<file path="src/rtl/jk_seq_pkg.sv">
// jk_seq_pkg: shared types and helpers for the JK bank sequencer.
//   op_e      : command op codes (6 and 7 are reserved, executed as HOLD)
//   state_e   : sequencer FSM states
//   JK_*      : {j,k} drive patterns for a single cell
//   jk_pattern: per-bit {j,k} for an op given that bit's count toggle terms
//   is_reserved: true for op codes that must raise err on completion
package jk_seq_pkg;

  typedef enum logic [2:0] {
    OP_HOLD   = 3'd0,
    OP_CLEAR  = 3'd1,
    OP_SET    = 3'd2,
    OP_TOGGLE = 3'd3,
    OP_CNT_UP = 3'd4,
    OP_CNT_DN = 3'd5,
    OP_RSVD6  = 3'd6,
    OP_RSVD7  = 3'd7
  } op_e;

  typedef enum logic {
    ST_IDLE = 1'b0,
    ST_RUN  = 1'b1
  } state_e;

  localparam logic [1:0] JK_HOLD = 2'b00;
  localparam logic [1:0] JK_RST  = 2'b01;
  localparam logic [1:0] JK_SET  = 2'b10;
  localparam logic [1:0] JK_TGL  = 2'b11;

  // up_t / dn_t: AND of all lower q bits (resp. all lower ~q bits); 1 for bit 0.
  function automatic logic [1:0] jk_pattern(input op_e op, input logic up_t,
                                            input logic dn_t);
    logic [1:0] pat;
    case (op)
      OP_CLEAR:  pat = JK_RST;
      OP_SET:    pat = JK_SET;
      OP_TOGGLE: pat = JK_TGL;
      OP_CNT_UP: pat = up_t ? JK_TGL : JK_HOLD;
      OP_CNT_DN: pat = dn_t ? JK_TGL : JK_HOLD;
      default:   pat = JK_HOLD;
    endcase
    return pat;
  endfunction

  function automatic logic is_reserved(input op_e op);
    return (op == OP_RSVD6) || (op == OP_RSVD7);
  endfunction

endpackage

</file>
<file path="src/rtl/jk_cell.sv">
// jk_cell: one JK flip-flop with synchronous active-high reset.
//   clk   : clock, rising edge
//   reset : synchronous clear to 0, overrides j/k
//   j, k  : 00 hold, 01 clear, 10 set, 11 toggle
//   q     : stored bit
//   qnot  : complement of q
module jk_cell
  import jk_seq_pkg::*;
(
  input  logic clk,
  input  logic reset,
  input  logic j,
  input  logic k,
  output logic q,
  output logic qnot
);

  always_ff @(posedge clk) begin
    if (reset) begin
      q <= 1'b0;
    end else begin
      case ({j, k})
        JK_RST:  q <= 1'b0;
        JK_SET:  q <= 1'b1;
        JK_TGL:  q <= ~q;
        default: q <= q;
      endcase
    end
  end

  assign qnot = ~q;

endmodule

</file>
<file path="src/rtl/jk_bank_sequencer.sv">
// jk_bank_sequencer: command-driven controller for a bank of WIDTH JK cells.
// An accepted command drives its J/K pattern into the masked bits for
// cmd_count+1 consecutive cycles, then pulses done (and err for reserved ops).
//   clk, reset : clock and synchronous active-high reset
//   cmd_valid/cmd_ready : command handshake; cmd_op/cmd_mask/cmd_count latched on accept
//   abort      : cancels a running command without applying on that edge
//   q          : bank state
//   busy       : command executing
//   done, err  : one-cycle completion pulses (err only for reserved ops)
module jk_bank_sequencer
  import jk_seq_pkg::*;
#(
  parameter int WIDTH = 4,
  parameter int CNT_W = 8
) (
  input  logic             clk,
  input  logic             reset,
  input  logic             cmd_valid,
  output logic             cmd_ready,
  input  logic [2:0]       cmd_op,
  input  logic [WIDTH-1:0] cmd_mask,
  input  logic [CNT_W-1:0] cmd_count,
  input  logic             abort,
  output logic [WIDTH-1:0] q,
  output logic             busy,
  output logic             done,
  output logic             err
);

  state_e           state;
  op_e              op_q;
  logic [WIDTH-1:0] mask_q;
  logic [CNT_W-1:0] rem;
  logic [WIDTH-1:0] j_vec;
  logic [WIDTH-1:0] k_vec;
  logic [WIDTH-1:0] qnot;

  // Held low during reset so no command is offered while the bank clears.
  assign cmd_ready = (state == ST_IDLE) && !reset;
  assign busy      = (state == ST_RUN);

  // Carry/borrow chains run over every bit's current q regardless of mask,
  // so masked-off bits hold but still gate the toggles above them.
  always_comb begin
    logic up_t;
    logic dn_t;
    j_vec = '0;
    k_vec = '0;
    up_t  = 1'b1;
    dn_t  = 1'b1;
    for (int unsigned i = 0; i < WIDTH; i++) begin
      if ((state == ST_RUN) && !abort && mask_q[i]) begin
        {j_vec[i], k_vec[i]} = jk_pattern(op_q, up_t, dn_t);
      end
      up_t = up_t & q[i];
      dn_t = dn_t & qnot[i];
    end
  end

  always_ff @(posedge clk) begin
    if (reset) begin
      state  <= ST_IDLE;
      op_q   <= OP_HOLD;
      mask_q <= '0;
      rem    <= '0;
      done   <= 1'b0;
      err    <= 1'b0;
    end else begin
      done <= 1'b0;
      err  <= 1'b0;
      case (state)
        ST_IDLE: begin
          if (cmd_valid && cmd_ready) begin
            op_q   <= op_e'(cmd_op);
            mask_q <= cmd_mask;
            rem    <= cmd_count;
            state  <= ST_RUN;
          end
        end
        ST_RUN: begin
          if (abort) begin
            state <= ST_IDLE;
          end else if (rem == '0) begin
            state <= ST_IDLE;
            done  <= 1'b1;
            err   <= is_reserved(op_q);
          end else begin
            rem <= rem - CNT_W'(1);
          end
        end
        default: state <= ST_IDLE;
      endcase
    end
  end

  for (genvar g = 0; g < WIDTH; g++) begin : g_cell
    jk_cell u_cell (
      .clk  (clk),
      .reset(reset),
      .j    (j_vec[g]),
      .k    (k_vec[g]),
      .q    (q[g]),
      .qnot (qnot[g])
    );
  end

endmodule
</file>
<file path="config.mk">
export PLATFORM = sky130hd
export DESIGN_NAME = jk_bank_sequencer
export DESIGN_NICKNAME = d
export VERILOG_FILES = /design/src/rtl/jk_seq_pkg.sv /design/src/rtl/jk_cell.sv /design/src/rtl/jk_bank_sequencer.sv
export SDC_FILE = /design/constraint.sdc
export NUM_CORES = 1
export LEC_CHECK = 0
export BUFFER_PORTS_ARGS = -buffer_cell sky130_fd_sc_hd__clkbuf_2
export CAP_MARGIN = 20
export CORE_ASPECT_RATIO = 0.7
export CORE_MARGIN = 2
export CORE_UTILIZATION = 54
export CTS_CLUSTER_DIAMETER = 30
export DETAILED_ROUTE_END_ITERATION = 6
export PLACE_DENSITY = 0.79
export SYNTH_ARGS = -nofsm -noshare
export SYNTH_HDL_FRONTEND = slang
export SYNTH_SLANG_ARGS = --single-unit
</file>
<file path="constraint.sdc">
create_clock -name clk -period 1.6 [get_ports clk]
set_clock_uncertainty 0.05 [all_clocks]
set_input_delay 0.24 -clock clk [delete_from_list [all_inputs] [get_ports clk]]
set_output_delay 0.24 -clock clk [all_outputs]
set_load 0.01 [all_outputs]
</file>
==> results summary, run 1 <==
By area the synthesized netlist is led by sky130_fd_sc_hd__dfxtp_1 33%, sky130_fd_sc_hd__nand2_1 8.1%, sky130_fd_sc_hd__a21oi_1 6.7%. The number of antenna diodes is 0. The area share of the largest cell type after synthesis is 32.65%. Yosys printed 0 warnings.

The netlist uses 52 different library cells. The average instance area after synthesis came out at 8.077 um2. The total count of hold-check failures in the final report is 0.

The die covers 2920 um2. Entering global routing, the biggest net connects 15 pins. The length in cells of the worst reg-to-reg path came out at 5. After Yosys synthesis, XOR and XNOR cells account for 0.6494% of the synthesized area. The ratio of final minimum period to clock period came out at 97.39%. The total power is 1.269 mW.

After global routing the overflow that remains totals 0. The fraction of the mapped netlist area in compound gates is 27.37%. In this run the cell area measured after placement is 1509 um2.

Summing over every cut layer, the via total after detailed routing is 1355. The number of enable-type register cells in the synthesized netlist came out at 0. After synthesis, flip-flops and latches occupy 32.65% of the total area. The number of global-route vias before repair is 1179. The maximum achievable frequency came out at 641.8 MHz. In the post-synthesis netlist, the cell with the most instances is sky130_fd_sc_hd__nand2_1. The number of DRC violations after detailed-routing iteration 0 came out at 73. The clock tree from TritonCTS is yes. The number of search-and-repair iterations in the first detailed-routing pass came out at 4. At the pin with the least slew margin, the transition time is 0.4222 ns.

The clock latency at the later pin of the worst-skew pair came out at 0.31 ns. The required time of the critical path came out at 1.77 ns. The final number of max-transition violations is 0. The ratio of cells with drive above 1 in the final layout is 28.72%. The core area is 2421 um2. The total wirelength of the detailed-routed design came out at 3326 um.

The number of buffers on the longest clock path is 2. For hold timing, the worst endpoint is mask_q[2]. The type of the tightest min-delay check is input pin to register.

The clock tree root buffer cell is sky130_fd_sc_hd__clkbuf_4. The all-layer global routing usage is 22.92%. The area growth from synthesis to layout is 16.79%. The finished layout cell area is 1575 um2. The die is 45.82 um tall.

The clock transition at the registers of the reported paths came out at 0.12 ns. The worst setup slack before clock tree synthesis is 0.03275 ns. The number of placed I/O pins is 27. Fill cells in the final layout number 208. The number of antenna violations at the first check in global routing is 0. Measured along the x axis, the die boundary spans 63.74 um. For flop-to-flop paths, the worst setup slack is 0.04 ns.

Setup violations remaining at the end of the flow were counted as 0. The depth of the CTS H-tree came out at 1. Counting instances in the post-synthesis netlist gives the leading cell types as 29 x sky130_fd_sc_hd__nand2_1, 22 x sky130_fd_sc_hd__dfxtp_1, 18 x sky130_fd_sc_hd__a21oi_1.

The launch instance of the worst min-delay path is cmd_mask[2]. The post-synthesis instance total came out at 167. In this run the tightest slew margin relative to its limit is 71.81%. The number of input and output port buffers inserted came out at 26.

In the synthesized netlist the dominant register cell turns out to be sky130_fd_sc_hd__dfxtp_1. By area, the combinational part of the netlist is dominated by compound AO/OA/AOI/OAI gates. The ratio of total power to cell area came out at 805.6 nW/um2. After detailed routing, the average wire length per cell comes to 14.52 um. Across all hold checks on the routed design, the worst slack comes to 0.09139 ns. The worst setup path is captured at a register.

The data arrival time of the critical path is 1.73 ns. The depth of the worst hold-timing path is 3. The total nets after synthesis came out at 188.

The shortest period the worst path allows came out at 1.558 ns. The first global-routing pass estimated 5161 um of wire. After synthesis, the share of cell area in mux cells is 0.7421%. The fraction of the mapped netlist area in adder cells is 1.855%.

The floorplan row count came out at 15. The leakage power came out at 0.6267 nW. The fraction of registers with async set or reset after synthesis came out at 0%. The minimum setup slack in the final design came out at 0.04180 ns.

In the final design database the tool counted 217 nets. At the end of routability-driven placement, the weighted congestion stood at 0.9588. The basic-gate share of the synthesized area counting and, or, nand and nor cells came out at 27.18%. The cell type with the largest total area after synthesis is sky130_fd_sc_hd__dfxtp_1.

The initial core utilization is 55.71%. The classification of the worst setup path is register to register. The endpoint identified for the worst register-to-register timing path is rem[1]. Along the worst path, the maximum fanout reaches 7. Using the TritonRoute via totals, the vias-per-cell ratio works out to 5.917. The detail route stage leaves a number of antenna-violating nets equal to 0. The clock drives 22 sinks. The DRC violations left came out at 0.

In this run the critical register-to-register path is launched from rem[4]. The tool flagged a number of max-cap violations equal to 0. The startpoint type of the worst setup path is a register. The cell area after technology mapping came out at 1349 um2. The maximum vdd drop is 843.1 uV. The run finished with clean final reports. The final HPWL from detailed placement is 2488 um. The number of synthesized register bits came out at 22. The number of CTS-inserted buffers came out at 3.
==> cell type report <==
cell class / instances / area (um2) / share of cell area (%)
tap: 34 / 42.54 / 2.701
inverter: 7 / 26.28 / 1.668
sequential: 22 / 442.9 / 28.12
multi-input combinational: 123 / 799.5 / 50.75
timing repair buffer: 39 / 227.7 / 14.46
clock buffer: 4 / 36.28 / 2.303
==> cell usage in the layout, fill, tap and decap left out, types with 3 or more instances in the layout <==
cell type	count
sky130_fd_sc_hd__nand3_1	4
sky130_fd_sc_hd__inv_1	7
sky130_fd_sc_hd__a21oi_1	18
sky130_fd_sc_hd__buf_4	13
sky130_fd_sc_hd__nor3_1	4
sky130_fd_sc_hd__nor2_1	6
sky130_fd_sc_hd__dfxtp_1	20
sky130_fd_sc_hd__a31oi_1	4
sky130_fd_sc_hd__clkbuf_4	3
sky130_fd_sc_hd__nand2_1	29
sky130_fd_sc_hd__clkbuf_2	26
sky130_fd_sc_hd__a31o_1	3
sky130_fd_sc_hd__o32ai_1	4
sky130_fd_sc_hd__o21ai_0	4
==> how the worst max path moves through the flow <==
| stage | from | slack [ns] | endpoint |
|---|---|---|---|
| after floorplan | op_q[1] | 0.15 | g_cell[3].u_cell.q |
| after global placement | rem[6] | 0.09 | rem[5] |
| after detailed placement | rem[0] | 0.03 | rem[7] |
| after CTS | rem[0] | 0.00001 | rem[7] |
| after global routing | rem[6] | -0.009 | rem[7] |
| final | rem[4] | 0.04 | rem[1] |
==> per-stage QoR <==
| step | util, % | TNS (ns) | instances |
|---|---|---|---|
| 3_5_place_dp | 62.33 | 0 | 224 |
| 5_1_grt | 65.06 | -0.008584 | 229 |
| 2_1_floorplan | - | 0 | 167 |
| 6_report | 65.06 | 0 | 229 |
| 3_3_place_gp | 62.33 | 0 | 224 |
| 4_1_cts | 63.82 | 0 | 228 |
==> per-layer routing <==
layer	up-vias	GRT usage, %	routed length, um
met5	-	0	0
met4	0	6.087	29
met3	4	5.693	216
met2	44	37.05	1548
met1	637	31.07	1531
li1	670	-	-
==> cells by family after synthesis <==
kind of cell	Yosys count
flops	22
mux	1
xor+xnor	1
simple gates	66
fa+ha+maj	2
compound gates	53
buf+inv	22
==> worst max-delay path, cell delays in order (launching register included) <==
cell	delay (ns)
sky130_fd_sc_hd__dfxtp_1	0.38
sky130_fd_sc_hd__nor3_4	0.34
sky130_fd_sc_hd__a31o_1	0.22
sky130_fd_sc_hd__buf_4	0.17
sky130_fd_sc_hd__a21oi_2	0.07
sky130_fd_sc_hd__a311oi_2	0.23
==> flip-flops by register name, summed over array words and instances, names as in the netlist <==
signal,count
op_q,3
g_cell.u_cell.q,4
err,1
busy,1
rem,8
done,1
mask_q,4
==> timing repair <==
item                                    CTS  global route
endpoints found under the setup margin    0             7
resized for setup                         0             6
hold buffers                              0             0
hold endpoints to repair                  0             0
setup buffers                             0             1
==> report_power, final <==
part / total [mW] / leakage (nW) / switching, mW / internal [mW]
Combinational: 0.349 / 0.425 / 0.193 / 0.156
Clock: 0.304 / 0.0210 / 0.165 / 0.139
Sequential: 0.616 / 0.181 / 0.0344 / 0.582
Note: power is estimated with default switching activity, not from simulation.
==> run 2, diff against run 1 <==
--- a/config.mk
+++ b/config.mk
@@ -11,6 +11,7 @@
 export CORE_MARGIN = 2
 export CORE_UTILIZATION = 54
 export CTS_CLUSTER_DIAMETER = 30
+export CTS_CLUSTER_SIZE = 8
 export DETAILED_ROUTE_END_ITERATION = 6
 export PLACE_DENSITY = 0.79
 export SYNTH_ARGS = -nofsm -noshare
==> constraint.sdc (replaced) <==
create_clock -name clk -period 1.6 [get_ports clk]
set_clock_uncertainty 0.05 [all_clocks]
set_input_delay 0.24 -clock clk [delete_from_list [all_inputs] [get_ports clk]]
set_output_delay 0.24 -clock clk [all_outputs]
set_load 0.1 [all_outputs]
==> results summary, run 2 (synthesized netlist as in run 1, its figures left out) <==
The total power is 1.436 mW. The buffer count from post-CTS setup fixing is 0. At the pin with the least slew margin, the transition time is 0.5413 ns. The final HPWL from detailed placement is 2379 um.

Port buffering added 26 buffers. The length in cells of the worst reg-to-reg path is 5. In the layout the commonest cells are 29 x sky130_fd_sc_hd__nand2_1, 21 x sky130_fd_sc_hd__clkbuf_2, 18 x sky130_fd_sc_hd__a21oi_1, 18 x sky130_fd_sc_hd__dfxtp_1, 11 x sky130_fd_sc_hd__buf_4. On the worst path, the slowest cell contributes a delay of 0.39 ns. Row generation in the floorplan step produced 15 rows.

TritonCTS built the clock tree. The commonest non-fill, non-tap cell in the layout is sky130_fd_sc_hd__nand2_1. The remaining antenna violation count came out at 0. The setup TNS came out at 0 ns. The area growth from synthesis to layout is 20.78%.

The net switching share of the total power is 30.78%. The run finished with clean final reports. The number of inserted filler cells in the final layout came out at 198. The number of CTS-inserted buffers is 3. The startpoint type of the worst setup path is a register. In this run the critical register-to-register path is launched from rem[1]. The cell sitting at the root of the clock tree is a sky130_fd_sc_hd__clkbuf_4. The most flop-heavy register is rem. The shortest period the worst path allows is 1.537 ns.

The sort of element at the end of the critical path is a register. The maximum vdd drop came out at 611.0 uV. The endpoint of the lowest-slack register-to-register path is rem[5]. The initial core utilization came out at 55.71%. Along the worst path, the maximum fanout reaches 10. The total count of hold-check failures in the final report is 0. The internal power component is 0.9938 mW.

In this run the static leakage power is 0.6319 nW. The ratio of total power to cell area came out at 881.3 nW/um2. The relative contribution of sequential cells to total power is 43.6%. Max-cap violations in this run came to 0. The post-place instance area came out at 1528 um2. The final number of max-transition violations came out at 0. The worst hold path was traced through 3 stages.

Measured along the x axis, the die boundary spans 63.74 um. After detailed routing, the total wire length is 3295 um. The worst hold slack after final layout came out at 0.07754 ns. The register-to-register path setup slack came out at 0.06 ns.

For this run, design rule violations remaining after detail routing come to 0. The clock passes through at most 2 buffers. The clock network accounts for 29.5% of the total power. The largest registers in the layout are rem (8), g_cell.u_cell.q (4), mask_q (4). Combinational logic burns 26.9% of the power. The die covers 2920 um2.

The worst path meets setup with 0.06258 ns of slack. The clock transition at the registers of the reported paths came out at 0.13 ns. The wire length of the first global-routing pass is 5382 um.

The routed layout has 1335 vias. Once layout is done, the placed cells without fillers occupy 1629 um2. The clock sink total came out at 22. Walking the worst path, the cells encountered are inv_1, ha_1, a31o_4, a22oi_1, o32ai_2. The depth of the CTS H-tree came out at 1. The detailed router finished its first iteration with 83 violations. The clock latency at the later pin of the worst-skew pair is 0.31 ns. In this run the count of I/O pins placed on the die edge is 27. The worst hold path begins at cmd_op[1]. The ratio of final minimum period to clock period is 96.09%. The worst slew margin relative to its limit is 64.07%.

The number of antenna violations at the first check in global routing was 0. Cells with a size suffix above 1 make up 29.47% of the layout. The endpoint of the worst hold-timing path is op_q[1]. The worst setup slack before clock tree synthesis came out at 0.02576 ns. The all-layer global routing usage came out at 23.43%.

The number of antenna diodes is 0. The setup path with the least slack is of type register to register. The analysis attributes to net switching a power of 0.4419 mW. The number of global-route vias before repair is 1199.

The number of search-and-repair iterations in the first detailed-routing pass came out at 4. The number of flip-flops under the largest register name is 8. The maximum achievable frequency is 650.4 MHz.

The number of nets at the end of the flow is 212. The remaining global-route overflow came out at 0. The required time of the critical path is 1.74 ns. The height of the die is 45.82 um. The last weighted congestion value of the routability-driven placer is 0.8443. For this design, the slowest cell found on the critical path is sky130_fd_sc_hd__dfxtp_1. Setup violations remaining at the end of the flow were counted as 0.

Entering global routing, the biggest net connects 19 pins. STA puts the critical path data arrival time at 1.68 ns. In the final routed layout, each cell accounts on average for 14.71 um. Setup repair after global routing could not meet its margin everywhere.

The via count normalized by instance count is 5.960. The core area came out at 2421 um2. The tightest min-delay check is of the input pin to register type.
-- run 2: cell count changes in the layout (fill, tap and decap cells not counted), sizes merged --
cell,before,now
clkbuf,30,24
bufinv,0,1
-- run 2: final cells by class --
| class | count | area (um2) | area share [%] |
|---|---|---|---|
| multi-input cells | 123 | 832.0 | 51.08 |
| flip-flops and latches | 22 | 447.9 | 27.50 |
| repair buffers | 34 | 227.7 | 13.98 |
| well taps | 34 | 42.54 | 2.611 |
| clock inverters | 1 | 30.03 | 1.843 |
| inverters | 7 | 26.28 | 1.613 |
| clock buffers | 3 | 22.52 | 1.382 |
-- run 2: timing repair --
action / 4_1_cts / 5_1_grt
gates resized for setup: 1 / 9
setup endpoints to repair: 4 / 10
pin swaps: 0 / 0
hold buffers: 0 / 0
-- run 2: worst max-delay path by stage --
stage,from,end,slack (ns),cells past startpoint
finish,rem[1],rem[5],0.06,5
global route,rem[1],rem[7],-0.01,5
CTS,rem[1],rem[2],0.04,5
detailed placement,rem[0],rem[7],0.03,5
global placement,rem[5],rem[2],0.10,5
floorplan,busy,rem[1],0.07,4
-- run 2: stage by stage --
stage                     utilization (%)  cells
final                               67.29    224
after global routing                67.29    224
after CTS                           65.53    224
after detailed placement            63.10    220
after global placement              63.10    220
after floorplan                         -    167
-- run 2: per-layer routing --
metal / routed length, um / vias to the layer above / global-route usage, %
met3: 260 / 2 / 6.436
met5: 0 / - / 0
met1: 1571 / 622 / 32.43
met2: 1448 / 55 / 36.42
met4: 15 / 0 / 6.087
li1: - / 656 / -
-- run 2: power by group through the flow --
stage	logic, mW	registers, mW	clock network, mW
finish	0.386	0.626	0.424
global route	0.415	0.632	0.451
CTS	0.359	0.624	0.433
detailed placement	0.354	0.638	0
global placement	0.344	0.635	0
floorplan	0.243	0.639	0
-- run 2: critical path, delay by kind of cell (launching register included) --
kind	cells	cell delay, ns
DFF	1	0.39
buffers and inverters	1	0.10
AOI/OAI and AO/OA	3	0.62
adders and majority gates	1	0.26
